==> src/rtl/com_seq_pipe_if.sv <==
// Operand/result bundle for com_seq_pipe: master drives operands and controls, slave returns results.
// in_valid qualifies A/B/C/mode for one edge; there is no back-pressure, hold freezes the pipe and drops offered items.
interface com_seq_pipe_if #(
  parameter int WIDTH = 4,
  parameter int CNT_W = 8
);
  logic [WIDTH-1:0] A;
  logic [WIDTH-1:0] B;
  logic [WIDTH-1:0] C;
  logic [1:0]       mode;
  logic             in_valid;
  logic             hold;
  logic             clr;
  logic [WIDTH-1:0] D;
  logic             F;
  logic             out_valid;
  logic [CNT_W-1:0] match_cnt;

  modport master (
    output A, B, C, mode, in_valid, hold, clr,
    input  D, F, out_valid, match_cnt
  );

  modport slave (
    input  A, B, C, mode, in_valid, hold, clr,
    output D, F, out_valid, match_cnt
  );
endinterface

==> src/rtl/com_seq_pipe.sv <==
// Mode-selected 3-operand bitwise function with odd-parity flag, carried through a
// valid-tagged pipeline with global hold, plus a saturating count of delivered flagged items.
module com_seq_pipe #(
  parameter int WIDTH  = 4,
  parameter int STAGES = 2,
  parameter int CNT_W  = 8
) (
  input  logic             clk,
  input  logic             rst_n,
  com_seq_pipe_if.slave    bus
);

  logic [WIDTH-1:0] r;
  logic             f;

  logic             v_q    [STAGES];
  logic [WIDTH-1:0] data_q [STAGES];
  logic             flag_q [STAGES];
  logic [CNT_W-1:0] cnt_q;

  logic             last_v;
  logic             last_f;

  always_comb begin
    r = '0;
    case (bus.mode)
      2'b00:   r = (bus.A & bus.B) | bus.C;
      2'b01:   r = bus.A ^ bus.B ^ bus.C;
      2'b10:   r = (bus.A & bus.B) | (bus.B & bus.C) | (bus.A & bus.C);
      default: r = ~(bus.A | bus.B) & bus.C;
    endcase
    f = ^r;
  end

  // The item about to enter the last stage decides whether the counter steps.
  generate
    if (STAGES == 1) begin : g_single
      assign last_v = bus.in_valid;
      assign last_f = f;
    end else begin : g_multi
      assign last_v = v_q[STAGES-2];
      assign last_f = flag_q[STAGES-2];
    end
  endgenerate

  always_ff @(posedge clk or negedge rst_n) begin
    if (!rst_n) begin
      for (int k = 0; k < STAGES; k++) begin
        v_q[k]    <= 1'b0;
        data_q[k] <= '0;
        flag_q[k] <= 1'b0;
      end
    end else if (!bus.hold) begin
      v_q[0] <= bus.in_valid;
      if (bus.in_valid) begin
        data_q[0] <= r;
        flag_q[0] <= f;
      end
      // Bubbles advance only the valid bit so the last delivered item stays visible.
      for (int k = 1; k < STAGES; k++) begin
        v_q[k] <= v_q[k-1];
        if (v_q[k-1]) begin
          data_q[k] <= data_q[k-1];
          flag_q[k] <= flag_q[k-1];
        end
      end
    end
  end

  always_ff @(posedge clk or negedge rst_n) begin
    if (!rst_n) begin
      cnt_q <= '0;
    end else if (bus.clr) begin
      cnt_q <= '0;
    end else if (!bus.hold && last_v && last_f && (cnt_q != {CNT_W{1'b1}})) begin
      cnt_q <= cnt_q + 1'b1;
    end
  end

  assign bus.D         = data_q[STAGES-1];
  assign bus.F         = flag_q[STAGES-1];
  assign bus.out_valid = v_q[STAGES-1];
  assign bus.match_cnt = cnt_q;

endmodule

==> src/flat_wrapper.sv <==
// flat-port wrapper written by rule: the top's interface ports become plain ports
module com_seq_pipe_flat 
#(
  parameter int WIDTH  = 4,
  parameter int STAGES = 2,
  parameter int CNT_W  = 8
)
  (clk, rst_n, bus_A, bus_B, bus_C, bus_mode, bus_in_valid, bus_hold, bus_clr, bus_D, bus_F, bus_out_valid, bus_match_cnt);
  com_seq_pipe_if #(.WIDTH(WIDTH), .CNT_W(CNT_W)) bus_i ();
  input  logic clk;
  input  logic rst_n;
  input wire logic [$bits(bus_i.A)-1:0] bus_A;
  input wire logic [$bits(bus_i.B)-1:0] bus_B;
  input wire logic [$bits(bus_i.C)-1:0] bus_C;
  input wire logic [$bits(bus_i.mode)-1:0] bus_mode;
  input wire logic [$bits(bus_i.in_valid)-1:0] bus_in_valid;
  input wire logic [$bits(bus_i.hold)-1:0] bus_hold;
  input wire logic [$bits(bus_i.clr)-1:0] bus_clr;
  output wire logic [$bits(bus_i.D)-1:0] bus_D;
  output wire logic [$bits(bus_i.F)-1:0] bus_F;
  output wire logic [$bits(bus_i.out_valid)-1:0] bus_out_valid;
  output wire logic [$bits(bus_i.match_cnt)-1:0] bus_match_cnt;
  assign bus_i.A = bus_A;
  assign bus_i.B = bus_B;
  assign bus_i.C = bus_C;
  assign bus_i.mode = bus_mode;
  assign bus_i.in_valid = bus_in_valid;
  assign bus_i.hold = bus_hold;
  assign bus_i.clr = bus_clr;
  assign bus_D = bus_i.D;
  assign bus_F = bus_i.F;
  assign bus_out_valid = bus_i.out_valid;
  assign bus_match_cnt = bus_i.match_cnt;
  com_seq_pipe #(.WIDTH(WIDTH), .STAGES(STAGES), .CNT_W(CNT_W)) u_core (.clk(clk), .rst_n(rst_n), .bus(bus_i));
endmodule
==> config.mk <==
export PLATFORM = sky130hd
export DESIGN_NAME = com_seq_pipe_flat
export DESIGN_NICKNAME = d
export VERILOG_FILES = /design/src/rtl/com_seq_pipe_if.sv /design/src/rtl/com_seq_pipe.sv /design/src/flat_wrapper.sv
export SDC_FILE = /design/constraint.sdc
export NUM_CORES = 1
export LEC_CHECK = 0
export ABC_AREA = 1
export CAP_MARGIN = 20
export CORE_AREA = 2 2 60 62
export DETAILED_ROUTE_END_ITERATION = 7
export DIE_AREA = 0 0 62 64
export HOLD_SLACK_MARGIN = 0.05
export MAX_ROUTING_LAYER = met4
export PLACE_DENSITY = 0.81
export SLEW_MARGIN = 20
export SYNTH_ARGS = -nofsm -noshare
export SYNTH_HDL_FRONTEND = slang
export SYNTH_SLANG_ARGS = --single-unit
==> constraint.sdc <==
create_clock -name clk -period 1.3 [get_ports clk]
set_clock_uncertainty 0.05 [all_clocks]
set_input_delay 0.13 -clock clk [delete_from_list [all_inputs] [get_ports clk]]
set_output_delay 0.13 -clock clk [all_outputs]
set_load 0.02 [all_outputs]
* Word-level counts from Yosys, hierarchy flattened *
Cells that the tools add are included.

word-level totals
  register bits = 20
  input port bits = 19
  output and inout bits = 14
  word-level logic and storage cells = 35

cells by class
  add/subtract/negate cells = 1
  eq/ne operators = 3
  multiplexer cells = 3
  bitwise gates (word level) = 12
  reduce and logical (&&, ||, !) cells = 9

operator list
  kind                 number
  $and 4x4->4          4
  $mux 8               2
  $or 4x4->4           4
  $pmux 4 s3           1
  $add 8x1->8 const B  1
  $ne 8x8->1 const B   1
  $xor 4x4->4          2
  $not 4->4            1
  $reduce_and 2->1     2
  $reduce_xor 4->1     1
  $logic_and 1x1->1    3
  $eq 2x1->1 const B   1
  $eq 2x2->1 const B   1
  $logic_not 2->1      1
  $reduce_bool 2->1    1
  $logic_not 1->1      1
  $not 1->1            1

* Depth between registers and ports, before layout *
Gate-level depths: netlist of run 1.

  depth in word-level cells = 6
  depth in mapped cells = 11
  depth with buffers taken out = 11

* Worst setup path before layout of run 1 *
No wires, ideal clock.

  kind = flip-flop to flip-flop
  from = register u_core.cnt_q[1], in the netlist u_core.bus.match_cnt[1]
  to = register u_core.cnt_q[1], in the netlist u_core.bus.match_cnt[1]
  setup time = 0.117 ns
  data arrival time = 1.433 ns
  required time = 1.133 ns
  setup slack = -0.300 ns
  cell stages (with the launch flop) = 9
  path buffers = 0
  period minus slack after synthesis = 1.600 ns
  cells stage by stage = dfrtp_1 ha_1 nand3_2 nor2_4 nand2_2 o21bai_4 inv_2 o21ai_2 nor2_1

on the way
  word-level cells in the longest chain between the ends = 3
  elaborated cells between the ends (all ways) = 6
  those cells by class = add/sub: 1; eq/ne: 1; mux: 2; reduce/logical: 2

RTL lines
  what                                         line                                    text
  from (decl)                                  com_seq_pipe.sv:19                      logic [CNT_W-1:0] cnt_q;
  from (signal assigned)                       com_seq_pipe.sv:76                      cnt_q <= cnt_q + 1'b1;
  $add 8x1->8 or $ne 8x8->1 (tied branches)    com_seq_pipe.sv:76, com_seq_pipe.sv:75
  $mux 8 or $logic_and 1x1->1 (tied branches)  com_seq_pipe.sv:75                      end else if (!bus.hold && last_v && last_f && (cnt_q != {CNT_W{1'b1}})) begin
  $mux 8 or $reduce_bool 2->1 (tied branches)  --

Several ways; a longest one is shown, not always the timed one. The select of a mux whose other input is x is not followed.
A chain may end at the register's enable or synchronous reset.

* Worst setup path after layout of run 1 *
  from = register u_core.cnt_q[1], in the netlist u_core.bus.match_cnt[1]
  to = register u_core.cnt_q[3], in the netlist u_core.bus.match_cnt[3]

Same word-level chain as after synthesis.

==> results of run 1 <==
## worst register-to-register path, cell delays in order (launching register included)
cell and delay [ns]:
sky130_fd_sc_hd__dfrtp_2 0.44, sky130_fd_sc_hd__ha_4 0.18, sky130_fd_sc_hd__nand3_4 0.07, sky130_fd_sc_hd__nor2_4 0.04, sky130_fd_sc_hd__nand2_2 0.08, sky130_fd_sc_hd__o21bai_4 0.07
sky130_fd_sc_hd__buf_6 0.14, sky130_fd_sc_hd__buf_6 0.11, sky130_fd_sc_hd__nor3b_2 0.16, sky130_fd_sc_hd__nor2_1 0.07
## state kept, by name, summed over array words and instances, names as in the netlist
| register | count |
|---|---|
| u_core.bus.match_cnt | 8 |
| u_core.last_v | 1 |
| u_core.bus.out_valid | 1 |
| u_core.bus.D | 4 |
| u_core.last_f | 1 |
| u_core.bus.F | 1 |
| u_core.data_q | 4 |
## placed cells by master (no fill, tap or decap), types with 2 or more instances in the layout
master and n:
sky130_fd_sc_hd__buf_2 9, sky130_fd_sc_hd__buf_4 38, sky130_fd_sc_hd__buf_6 2, sky130_fd_sc_hd__clkbuf_2 8, sky130_fd_sc_hd__clkbuf_4 3, sky130_fd_sc_hd__clkdlybuf4s50_1 4
sky130_fd_sc_hd__dfrtp_1 18, sky130_fd_sc_hd__dfrtp_2 2, sky130_fd_sc_hd__dlygate4sd2_1 10, sky130_fd_sc_hd__fa_1 4, sky130_fd_sc_hd__ha_1 8, sky130_fd_sc_hd__inv_1 35
sky130_fd_sc_hd__nand2_1 55, sky130_fd_sc_hd__nand2_2 2, sky130_fd_sc_hd__nand3_1 8, sky130_fd_sc_hd__nand3_2 12, sky130_fd_sc_hd__nand4_1 8, sky130_fd_sc_hd__nor2_1 6
sky130_fd_sc_hd__nor2_4 6, sky130_fd_sc_hd__nor3_1 3, sky130_fd_sc_hd__o21ai_0 6, sky130_fd_sc_hd__o21ai_1 5, sky130_fd_sc_hd__o21ai_2 2
## area by class of cell
| class | instances | area, µm² |
|---|---|---|
| repair buffers | 72 | 530.5 |
| clock buffers | 4 | 36.28 |
| well taps | 46 | 57.56 |
| multi-input cells | 133 | 893.4 |
| flip-flops and latches | 20 | 503.0 |
| inverters | 38 | 145.1 |
| fillers | 297 | 1119 |
## per-stage QoR
step | std cells | instance area (µm²) | power (mW) | setup WS, ns | hold slack, ns
finish | 313 | 2166 | 1.681 | -0.2215 | 0.1009
floorplan | 198 | 1491 | 1.060 | -0.1900 | -0.2156
global route | 313 | 2166 | 1.796 | -0.2650 | 0.1192
CTS | 310 | 2112 | 1.641 | -0.1651 | 0.1091
detailed placement | 303 | 2076 | 1.318 | -0.6266 | 0.4076
global placement | 303 | 2076 | 1.299 | -0.5515 | 0.4037
## how the worst max path moves through the flow
stage	startpoint	to	slack, ns	cells after the start
final	u_core.bus.match_cnt[1]$_DFFE_PN0P_	u_core.bus.match_cnt[3]$_DFFE_PN0P_	-0.22	9
after global routing	u_core.bus.match_cnt[1]$_DFFE_PN0P_	u_core.bus.match_cnt[3]$_DFFE_PN0P_	-0.26	9
after CTS	u_core.bus.match_cnt[1]$_DFFE_PN0P_	u_core.bus.match_cnt[0]$_DFFE_PN0P_	-0.17	8
after detailed placement	bus_B[1]	u_core.last_f$_DFFE_PN0P_	-0.63	10
after global placement	bus_C[3]	u_core.last_f$_DFFE_PN0P_	-0.55	10
after floorplan	u_core.bus.match_cnt[1]$_DFFE_PN0P_	u_core.bus.match_cnt[1]$_DFFE_PN0P_	-0.19	8
## cells by family after synthesis
| group | count (synthesis) | synth area share |
|---|---|---|
| xor gates and xnor gates | 1 | 0.006005 |
| adders and majority gates | 13 | 0.1321 |
| buffers and inverters | 45 | 0.1312 |
| DFF | 20 | 0.3431 |
| and+or+nand+nor | 105 | 0.3276 |
| AOI/OAI and AO/OA | 14 | 0.06004 |
## synth_stat cells, drive strengths merged (3+ instances only)
master and number:
buf 6, dfrtp 20, fa 4, ha 9
inv 37, nand2 58, nand3 21, nand4 8
nor2 13, nor3 3, o21ai 13
## timing repair
item,4_1_cts,5_1_grt
setup endpoints to repair,27,10
hold buffers,0,0
pin swaps,18,17
resized for setup,62,33
buffers inserted,3,3
## power by group through the flow
stage          clock, mW  combinational (mW)  sequential, mW
2_1_floorplan          0               0.296           0.765
3_3_place_gp           0               0.553           0.745
3_5_place_dp           0               0.568           0.750
4_1_cts            0.370               0.536           0.735
5_1_grt            0.398               0.655           0.743
6_report           0.361               0.585           0.734
## metal layers
metal,up-vias,share of wire,GRT usage
met5,-,0,-
met4,0,0.019,0.06649
met3,10,0.045,0.01215
met2,61,0.53,0.3151
met1,691,0.41,0.2180
li1,752,-,-
==> qor.yml, run 1 <==
final_layout:
  nNetsFinal: 300
  post_route_utilization: 0.6594
  syn2layout_area_growth_pct: 48.46
  n_antenna_cell: 0
  layout-drive-gt1-share: 0.3521
power:
  swShare: 0.3250
  seq_power_share: 0.437
  clockPowerShare: 0.215
  internal_power_mw: 1.135
  power.net_switching_mw: 0.5463
  combinationalPowerShare: 0.348
  powerDensity_nw_per_um2: 776.1
  vdd.ir_drop.worst_uv: 386.7
  p_leak_nw: 1.219
floorplanning:
  dieWidth_um: 62
  num_rows: 21
  design.die.area_um2: 3968
  die_height_um: 64
  core_um2: 3284
  pin_count: 33
  start_util: 0.4442
synthesis:
  netlist_top_cells_area: "sky130_fd_sc_hd__dfrtp_1 34%, sky130_fd_sc_hd__nand2_1 14%, sky130_fd_sc_hd__inv_1 9.0%"
  cell_area_after_synthesis_um2: 1459
  post-synth-top-area-cell: "sky130_fd_sc_hd__dfrtp_1"
  yosysUniqueCellTypes: 25
  syn_inst: 198
  netlist.area_leader.share: 0.3431
  ys_seq_elements: 20
  part_of_the_yosys_area_used_for_sequential_elements: 0.3431
  synth_enable_flop_cells: 0
  post_synth.cell_area_avg_um2: 7.368
  total_of_warnings_raised_by_yosys: 0
  syn-num-nets: 230
  synth_flop_cell: "sky130_fd_sc_hd__dfrtp_1"
  async_reset_ff_frac: 1.000
global_routing:
  global_route_wire_length_before_repair_um: 5609
  grt_pass1_vias: 1416
  antenna_found_initial: 0
  grt.total_usage: 0.1834
  grt_overflow: 0
  grt_start_max_net_pins: 21
cts:
  cts-buffers-inserted: 3
  clock-root-buffer: "sky130_fd_sc_hd__clkbuf_4"
  cts.clk_slew.worst_paths_ns: 0.12
  ctsLongestPathBuffers: 2
  cts.htree.levels: 1
  cts_tree: "built"
  cts.sink_count: 20
  clk-insertion-delay-late_ns: 0.30
sta:
  worst_slew_margin_rel: 0.8354
  maxSlewViolCount: 0
  finalHoldViolCount: 0
  setup_tns_ns: -1.107
  max_freq_mhz: 657.2
  worst_slack_ns: -0.2215
  max_slew.worst_pin.slew_ns: 0.2450
  period_share: 1.170
  finalSetupViolations: 8
  fin_crit_ns: 1.522
  unrepaired_setup_endpoints_after_global_routing: "true"
route:
  drc: 0
  vias: 1514
  post_drt_via_cell_ratio: 4.837
  route.final.wire_length_um: 3449
  first_pass_iters: 4
  drt-wirelength-per-cell_um: 11.02
  drt_iter0_markers: 68
  drtAntennaViolNets: 0
run_status:
  violations_in_the_final_reports: "negative setup slack"
  outcome: "complete, but fails checks"
setup_path:
  crit_chain: "ha_4 > nand3_4 > nor2_4 > nand2_2 > o21bai_4 > buf_6 > buf_6 > nor3b_2 > nor2_1"
  critPathCaptureType: "register"
  r2r.worst_path.cells: 9
  path_delay_family: "flip-flops"
  crit_path_max_fanout: 4
  timing.reg2reg.setup_slack_ns: -0.22
  worstSetupPathType: "register to register"
  cp.required_ns: 1.45
  path_buf_inv: 2
  critical_path.reg2reg.endpoint: "u_core.bus.match_cnt[3]$_DFFE_PN0P_"
  cpMaxStageDelayCell: "sky130_fd_sc_hd__dfrtp_2"
  worst_r2r_startpoint: "u_core.bus.match_cnt[1]$_DFFE_PN0P_"
  critical_path.most_common_cell: "sky130_fd_sc_hd__buf_6"
  worstPathArrival_ns: 1.67
  critPathLaunchType: "register"
  cp_slowest_stage_delay_ns: 0.44
job:
  drv.max_cap_violation_count: 0
placement:
  dp_hpwl_um: 2442
  place.port_buffers: 32
  gp_routability_congestion: 0.8955
hold_path:
  min_path_type: "input pin to async pin"
No activity file was read; power rests on OpenSTA's default activity.
==> run 2, diff against run 1 <==
--- a/config.mk
+++ b/config.mk
@@ -10,9 +10,10 @@
 export CORE_AREA = 2 2 60 62
 export DETAILED_ROUTE_END_ITERATION = 7
 export DIE_AREA = 0 0 62 64
+export DONT_BUFFER_PORTS = 1
 export HOLD_SLACK_MARGIN = 0.05
 export MAX_ROUTING_LAYER = met4
-export PLACE_DENSITY = 0.81
+export PLACE_DENSITY = 0.68
 export SLEW_MARGIN = 20
 export SYNTH_ARGS = -nofsm -noshare
 export SYNTH_HDL_FRONTEND = slang
==> qor.yml, run 2 (synthesis gave the netlist of run 1 again) <==
run_status:
  outcome: "complete, but fails checks"  # unchanged
  violations_in_the_final_reports: "negative setup slack"  # unchanged
route:
  post_drt_via_cell_ratio: 4.701  # was 4.837
  drt_iter0_markers: 77  # was 68
  drc: 0  # unchanged
  first_pass_iters: 4  # unchanged
  drtAntennaViolNets: 0  # unchanged
  route.final.wire_length_um: 2762  # was 3449 µm
  vias: 1227  # was 1514
  drt-wirelength-per-cell_um: 10.58  # was 11.02 µm
cts:
  cts-buffers-inserted: 3  # unchanged
  cts.clk_slew.worst_paths_ns: 0.11  # was 0.12 ns
  cts.htree.levels: 1  # unchanged
  clock-root-buffer: "sky130_fd_sc_hd__clkbuf_4"  # unchanged
  clk-insertion-delay-late_ns: 0.29  # was 0.30 ns
  cts_tree: "built"  # unchanged
  ctsLongestPathBuffers: 2  # unchanged
  cts.sink_count: 20  # unchanged
global_routing:
  grt.total_usage: 0.1567  # was 0.1834
  global_route_wire_length_before_repair_um: 4705  # was 5609 µm
  grt_overflow: 0  # unchanged
  grt_start_max_net_pins: 21  # unchanged
  grt_pass1_vias: 1149  # was 1416
  antenna_found_initial: 0  # unchanged
sta:
  worst_slack_ns: -0.1504  # was -0.2215 ns
  fin_hold_ws_ns: 0.1276  # was 0.1009 ns
  finalHoldViolCount: 0  # unchanged
  setup_tns_ns: -0.9413  # was -1.107 ns
  worst_slew_margin_rel: 0.4209  # was 0.8354
  maxSlewViolCount: 0  # unchanged
  max_slew.worst_pin.slew_ns: 0.8658  # was 0.2450 ns
  fin_crit_ns: 1.450  # was 1.522 ns
  max_freq_mhz: 689.5  # was 657.2 MHz
  finalSetupViolations: 8  # unchanged
  period_share: 1.116  # was 1.170
  unrepaired_setup_endpoints_after_global_routing: "true"  # unchanged
floorplanning:
  core_um2: 3284  # unchanged
  die_height_um: 64  # unchanged
  pin_count: 33  # unchanged
  num_rows: 21  # unchanged
  dieWidth_um: 62  # unchanged
  start_util: 0.4442  # unchanged
  design.die.area_um2: 3968  # unchanged
job:
  drv.max_cap_violation_count: 0  # unchanged
final_layout:
  largest_register_ffs: 8  # unchanged
  mostFrequentLayoutCell: "sky130_fd_sc_hd__nand2_1"  # unchanged
  layout-drive-gt1-share: 0.1953  # was 0.3521
  layout_common_cells: "56 x sky130_fd_sc_hd__nand2_1, 35 x sky130_fd_sc_hd__inv_1, 20 x sky130_fd_sc_hd__nand3_1, 18 x sky130_fd_sc_hd__dfrtp_1, 17 x sky130_fd_sc_hd__buf_4"  # was 55 x sky130_fd_sc_hd__nand2_1, 38 x sky130_fd_sc_hd__buf_4, 35 x sky130_fd_sc_hd__inv_1, 18 x sky130_fd_sc_hd__dfrtp_1, 12 x sky130_fd_sc_hd__nand3_2
  syn2layout_area_growth_pct: 17.15  # was 48.46%
  nNetsFinal: 248  # was 300
  n_antenna_cell: 0  # unchanged
setup_path:
  critPathCaptureType: "register"  # unchanged
  worstSetupPathType: "register to register"  # unchanged
  crit_path_max_fanout: 6  # was 4
  critPathLaunchType: "register"  # unchanged
  worstPathArrival_ns: 1.63  # was 1.67 ns
  cp.required_ns: 1.48  # was 1.45 ns
power:
  powerDensity_nw_per_um2: 859.5  # was 776.1 nW/µm²
  p_leak_nw: 0.9189  # was 1.219 nW
  vdd.ir_drop.worst_uv: 325.4  # was 386.7 µV
hold_path:
  min_path_type: "input pin to register"  # was input pin to async pin
placement:
  gp_routability_congestion: 0.8282  # was 0.8955
  place.port_buffers: 0  # was 32
  dp_hpwl_um: 2214  # was 2442 µm
-- run 2: cell type report --
| cell class | instances | area [µm²] |
|---|---|---|
| well taps | 46 | 57.56 |
| multi-input cells | 133 | 812.0 |
| clock buffers | 4 | 36.28 |
| repair buffers | 20 | 157.7 |
| inverters | 38 | 142.6 |
| fillers | 329 | 1575 |
| flip-flops and latches | 20 | 503.0 |
-- run 2: final timing paths --
path / startpoint / to / slack, ns / depth (start not counted)
worst max-delay path: u_core.bus.match_cnt[0]$_DFFE_PN0P_ / u_core.bus.match_cnt[1]$_DFFE_PN0P_ / -0.15 / 8
worst min-delay path: bus_in_valid / u_core.last_v$_DFFE_PN0N_ / 0.13 / 2
worst max register to register: u_core.bus.match_cnt[0]$_DFFE_PN0P_ / u_core.bus.match_cnt[1]$_DFFE_PN0P_ / -0.15 / 8
worst min register to register: u_core.data_q[7]$_DFFE_PN0P_ / u_core.bus.D[3]$_DFFE_PN0P_ / 0.45 / 2
max in group asynchronous: rst_n / u_core.bus.match_cnt[1]$_DFFE_PN0P_ / 0.29 / 1
min in group asynchronous: rst_n / u_core.bus.D[1]$_DFFE_PN0P_ / 0.33 / 1
-- run 2: through the flow --
stage                     setup slack (ns)  total power, mW    util  instance area (µm²)  std cells
after global placement             -0.1406            1.089  0.4910                 1613        252
final                              -0.1504            1.469  0.5204                 1709        261
after global routing               -0.2327            1.571  0.5204                 1709        261
after CTS                          -0.1366            1.480  0.5189                 1704        261
after detailed placement           -0.1757            1.101  0.4910                 1613        252
after floorplan                    -0.1900            1.060       -                 1491        198
-- run 2: repair_timing --
action | 4_1_cts | 5_1_grt
resized for setup | 2 | 1
buffers inserted | 2 | 0
endpoints found under the setup margin | 8 | 8
endpoints found under the hold margin | 24 | 0
pin swaps | 2 | 0
hold buffers | 3 | 0
-- run 2: metal layers --
metal | vias to the layer above | part of all wire | global-route usage
li1 | 643 | - | -
met1 | 546 | 0.46 | 0.2015
met4 | 0 | 0.015 | 0.05585
met5 | - | 0 | -
met2 | 34 | 0.47 | 0.2448
met3 | 4 | 0.052 | 0.02429
-- run 2: power breakdown --
group,total [mW],switching (mW),internal (mW)
Sequential,0.791,0.0960,0.695
Clock,0.360,0.189,0.171
Combinational,0.317,0.180,0.138
Total,1.47,0.465,1.00
-- run 2: critical path: stages, from the launching register on --
cell and delay, ns:
sky130_fd_sc_hd__dfrtp_2 0.40, sky130_fd_sc_hd__ha_4 0.15, sky130_fd_sc_hd__nand3_4 0.07, sky130_fd_sc_hd__nor2_4 0.10, sky130_fd_sc_hd__nand2_2 0.07, sky130_fd_sc_hd__o21bai_4 0.22, sky130_fd_sc_hd__buf_4 0.18, sky130_fd_sc_hd__nor2_1 0.05
sky130_fd_sc_hd__nor2_1 0.10
==> run 3, diff against run 2 <==
--- a/config.mk
+++ b/config.mk
@@ -13,7 +13,7 @@
 export DONT_BUFFER_PORTS = 1
 export HOLD_SLACK_MARGIN = 0.05
 export MAX_ROUTING_LAYER = met4
-export PLACE_DENSITY = 0.68
+export PLACE_DENSITY = 0.66
 export SLEW_MARGIN = 20
 export SYNTH_ARGS = -nofsm -noshare
 export SYNTH_HDL_FRONTEND = slang
==> constraint.sdc (replaced) <==
create_clock -name clk -period 1.6 [get_ports clk]
set_clock_uncertainty 0.05 [all_clocks]
set_input_delay 0.16 -clock clk [delete_from_list [all_inputs] [get_ports clk]]
set_output_delay 0.16 -clock clk [all_outputs]
set_load 0.02 [all_outputs]
==> qor.yml, run 3 (synthesis gave the netlist of run 1 again) <==
run_status:
  outcome: "complete, no violations"  # was complete, but fails checks
floorplanning:
  start_util: 0.4442  # unchanged
  design.die.area_um2: 3968  # unchanged
  pin_count: 33  # unchanged
  num_rows: 21  # unchanged
  core_um2: 3284  # unchanged
  die_height_um: 64  # unchanged
  dieWidth_um: 62  # unchanged
route:
  drt-wirelength-per-cell_um: 10.40  # was 10.58 µm
  drc: 0  # unchanged
  first_pass_iters: 4  # unchanged
  route.final.wire_length_um: 2632  # was 2762 µm
  drtAntennaViolNets: 0  # unchanged
  post_drt_via_cell_ratio: 4.617  # was 4.701
  drt_iter0_markers: 92  # was 77
  vias: 1168  # was 1227
sta:
  period_share: 0.9517  # was 1.116
  maxSlewViolCount: 0  # unchanged
  finalHoldViolCount: 0  # unchanged
  max_freq_mhz: 656.8  # was 689.5 MHz
  fin_crit_ns: 1.523  # was 1.450 ns
  unrepaired_setup_endpoints_after_global_routing: "true"  # unchanged
  finalSetupViolations: 0  # was 8
  max_slew.worst_pin.slew_ns: 0.8864  # was 0.8658 ns
  worst_slew_margin_rel: 0.4071  # was 0.4209
cts:
  cts-buffers-inserted: 3  # unchanged
  cts.clk_slew.worst_paths_ns: 0.11  # about the same
  cts.htree.levels: 1  # unchanged
  clock-root-buffer: "sky130_fd_sc_hd__clkbuf_4"  # unchanged
  clk-insertion-delay-late_ns: 0.30  # was 0.29 ns
  ctsLongestPathBuffers: 2  # unchanged
  cts.sink_count: 20  # unchanged
  cts_tree: "built"  # unchanged
hold_path:
  holdCritStartpoint: "bus_in_valid"  # unchanged
  min_delay_path_depth: 2  # unchanged
  min_path_type: "input pin to register"  # unchanged
setup_path:
  crit_chain: "ha_2 > nand3_4 > nor2_4 > nand2_2 > o21bai_4 > inv_2 > nand4_1 > o21ai_1"  # was ha_4 > nand3_4 > nor2_4 > nand2_2 > o21bai_4 > buf_4 > nor2_1 > nor2_1
  worstSetupPathType: "register to register"  # unchanged
  cp.required_ns: 1.75  # was 1.48 ns
  critPathCaptureType: "register"  # unchanged
  cp_slowest_stage_delay_ns: 0.39  # was 0.40 ns
  r2r.worst_path.cells: 8  # unchanged
  critPathLaunchType: "register"  # unchanged
  cpMaxStageDelayCell: "sky130_fd_sc_hd__dfrtp_1"  # was sky130_fd_sc_hd__dfrtp_2
  crit_path_max_fanout: 7  # was 6
  crit_path_launch: "u_core.bus.match_cnt[0]$_DFFE_PN0P_"  # unchanged
  worstPathArrival_ns: 1.67  # was 1.63 ns
  worst_r2r_startpoint: "u_core.bus.match_cnt[0]$_DFFE_PN0P_"  # unchanged
power:
  total_power_consumption_of_the_routed_design_mw: 1.105  # was 1.469 mW
  vdd.ir_drop.worst_uv: 212.6  # was 325.4 µV
  powerDensity_nw_per_um2: 688.5  # was 859.5 nW/µm²
  p_leak_nw: 0.8823  # was 0.9189 nW
placement:
  gp_routability_congestion: 0.8234  # was 0.8282
  place.port_buffers: 0  # unchanged
  post_dp_cell_area_um2: 1535  # was 1613 µm²
  dp_hpwl_um: 2102  # was 2214 µm
final_layout:
  mostFrequentLayoutCell: "sky130_fd_sc_hd__nand2_1"  # unchanged
  layout-drive-gt1-share: 0.1208  # was 0.1953
  n_antenna_cell: 0  # unchanged
  largest_register_ffs: 8  # unchanged
  postLayoutCellArea_um2: 1605  # was 1709 µm²
  layout_common_cells: "56 x sky130_fd_sc_hd__nand2_1, 35 x sky130_fd_sc_hd__inv_1, 20 x sky130_fd_sc_hd__nand3_1, 20 x sky130_fd_sc_hd__dfrtp_1"  # was 56 x sky130_fd_sc_hd__nand2_1, 35 x sky130_fd_sc_hd__inv_1, 20 x sky130_fd_sc_hd__nand3_1, 18 x sky130_fd_sc_hd__dfrtp_1, 17 x sky130_fd_sc_hd__buf_4
  syn2layout_area_growth_pct: 10.03  # was 17.15%
  nNetsFinal: 241  # was 248
global_routing:
  grt_pass1_vias: 1100  # was 1149
  global_route_wire_length_before_repair_um: 4409  # was 4705 µm
  grt.total_usage: 0.1462  # was 0.1567
  grt_start_max_net_pins: 21  # unchanged
  grt_overflow: 0  # unchanged
  antenna_found_initial: 0  # unchanged
job:
  drv.max_cap_violation_count: 0  # unchanged
## run 3: cell types whose count changed in the layout (fill, tap and decap cells not counted)
cell / before / now
sky130_fd_sc_hd__nor2_2: 6 / 2
sky130_fd_sc_hd__dfrtp_1: 18 / 20
sky130_fd_sc_hd__nor3b_1: 0 / 1
sky130_fd_sc_hd__nor3_1: 1 / 3
sky130_fd_sc_hd__nor3_2: 2 / 0
sky130_fd_sc_hd__nor2_1: 6 / 10
sky130_fd_sc_hd__ha_2: 0 / 1
sky130_fd_sc_hd__clkbuf_8: 1 / 0
sky130_fd_sc_hd__dfrtp_2: 2 / 0
sky130_fd_sc_hd__buf_4: 17 / 10
sky130_fd_sc_hd__ha_4: 1 / 0
sky130_fd_sc_hd__nor3b_2: 1 / 0
## run 3: power by group
| group | internal (mW) | switching (mW) |
|---|---|---|
| registers | 0.564 | 0.0747 |
| logic | 0.0918 | 0.138 |
| clock network | 0.0877 | 0.149 |
## run 3: layout make-up
class | count | area, µm²
clock buffers | 3 | 22.52
fillers | 328 | 1679
inverters | 38 | 142.6
multi-input cells | 133 | 777.0
flip-flops and latches | 20 | 500.5
well taps | 46 | 57.56
repair buffers | 13 | 105.1
## run 3: layer usage
| layer | wire, µm | GRT usage |
|---|---|---|
| met1 | 1234 | 0.1846 |
| met2 | 1200 | 0.2279 |
| met3 | 150 | 0.02024 |
| met4 | 46 | 0.06383 |
| met5 | 0 | - |
## run 3: stage by stage
stage               hold slack, ns  setup WS (ns)  setup TNS, ns    util  std cells
floorplan                  -0.1856      0.0004123              0       -        198
global placement           -0.1852         0.1535              0  0.4674        246
detailed placement         -0.1851         0.1146              0  0.4674        246
CTS                         0.1505        0.09529              0  0.4834        252
global route                0.1797       -0.03528       -0.04709  0.4888        253
finish                      0.1506        0.07735              0  0.4888        253
## run 3: path summary, 6_finish.rpt
| path | endpoint | slack [ns] |
|---|---|---|
| worst max-delay path | u_core.bus.match_cnt[6]$_DFFE_PN0P_ | 0.08 |
| worst min-delay path | u_core.last_v$_DFFE_PN0N_ | 0.15 |
| worst max register to register | u_core.bus.match_cnt[6]$_DFFE_PN0P_ | 0.08 |
| worst min register to register | u_core.data_q[6]$_DFFE_PN0P_ | 0.45 |
| max in group asynchronous | u_core.data_q[7]$_DFFE_PN0P_ | 0.59 |
| min in group asynchronous | u_core.bus.F$_DFFE_PN0P_ | 0.37 |
## run 3: what timing repair did
action                                  in CTS  in global routing
resized for setup                            0                  2
hold buffers                                 3                  0
buffers inserted                             0                  1
hold endpoints to repair                    24                  0
endpoints found under the setup margin       0                  5
## run 3: worst max-delay path: cells and delay by family (launching register included)
family                     cells  cell delay, ns
DFF                            1            0.39
and+or+nand+nor                4            0.35
adders and majority gates      1            0.21
buffers and inverters          1            0.11
AOI/OAI and AO/OA              2            0.31
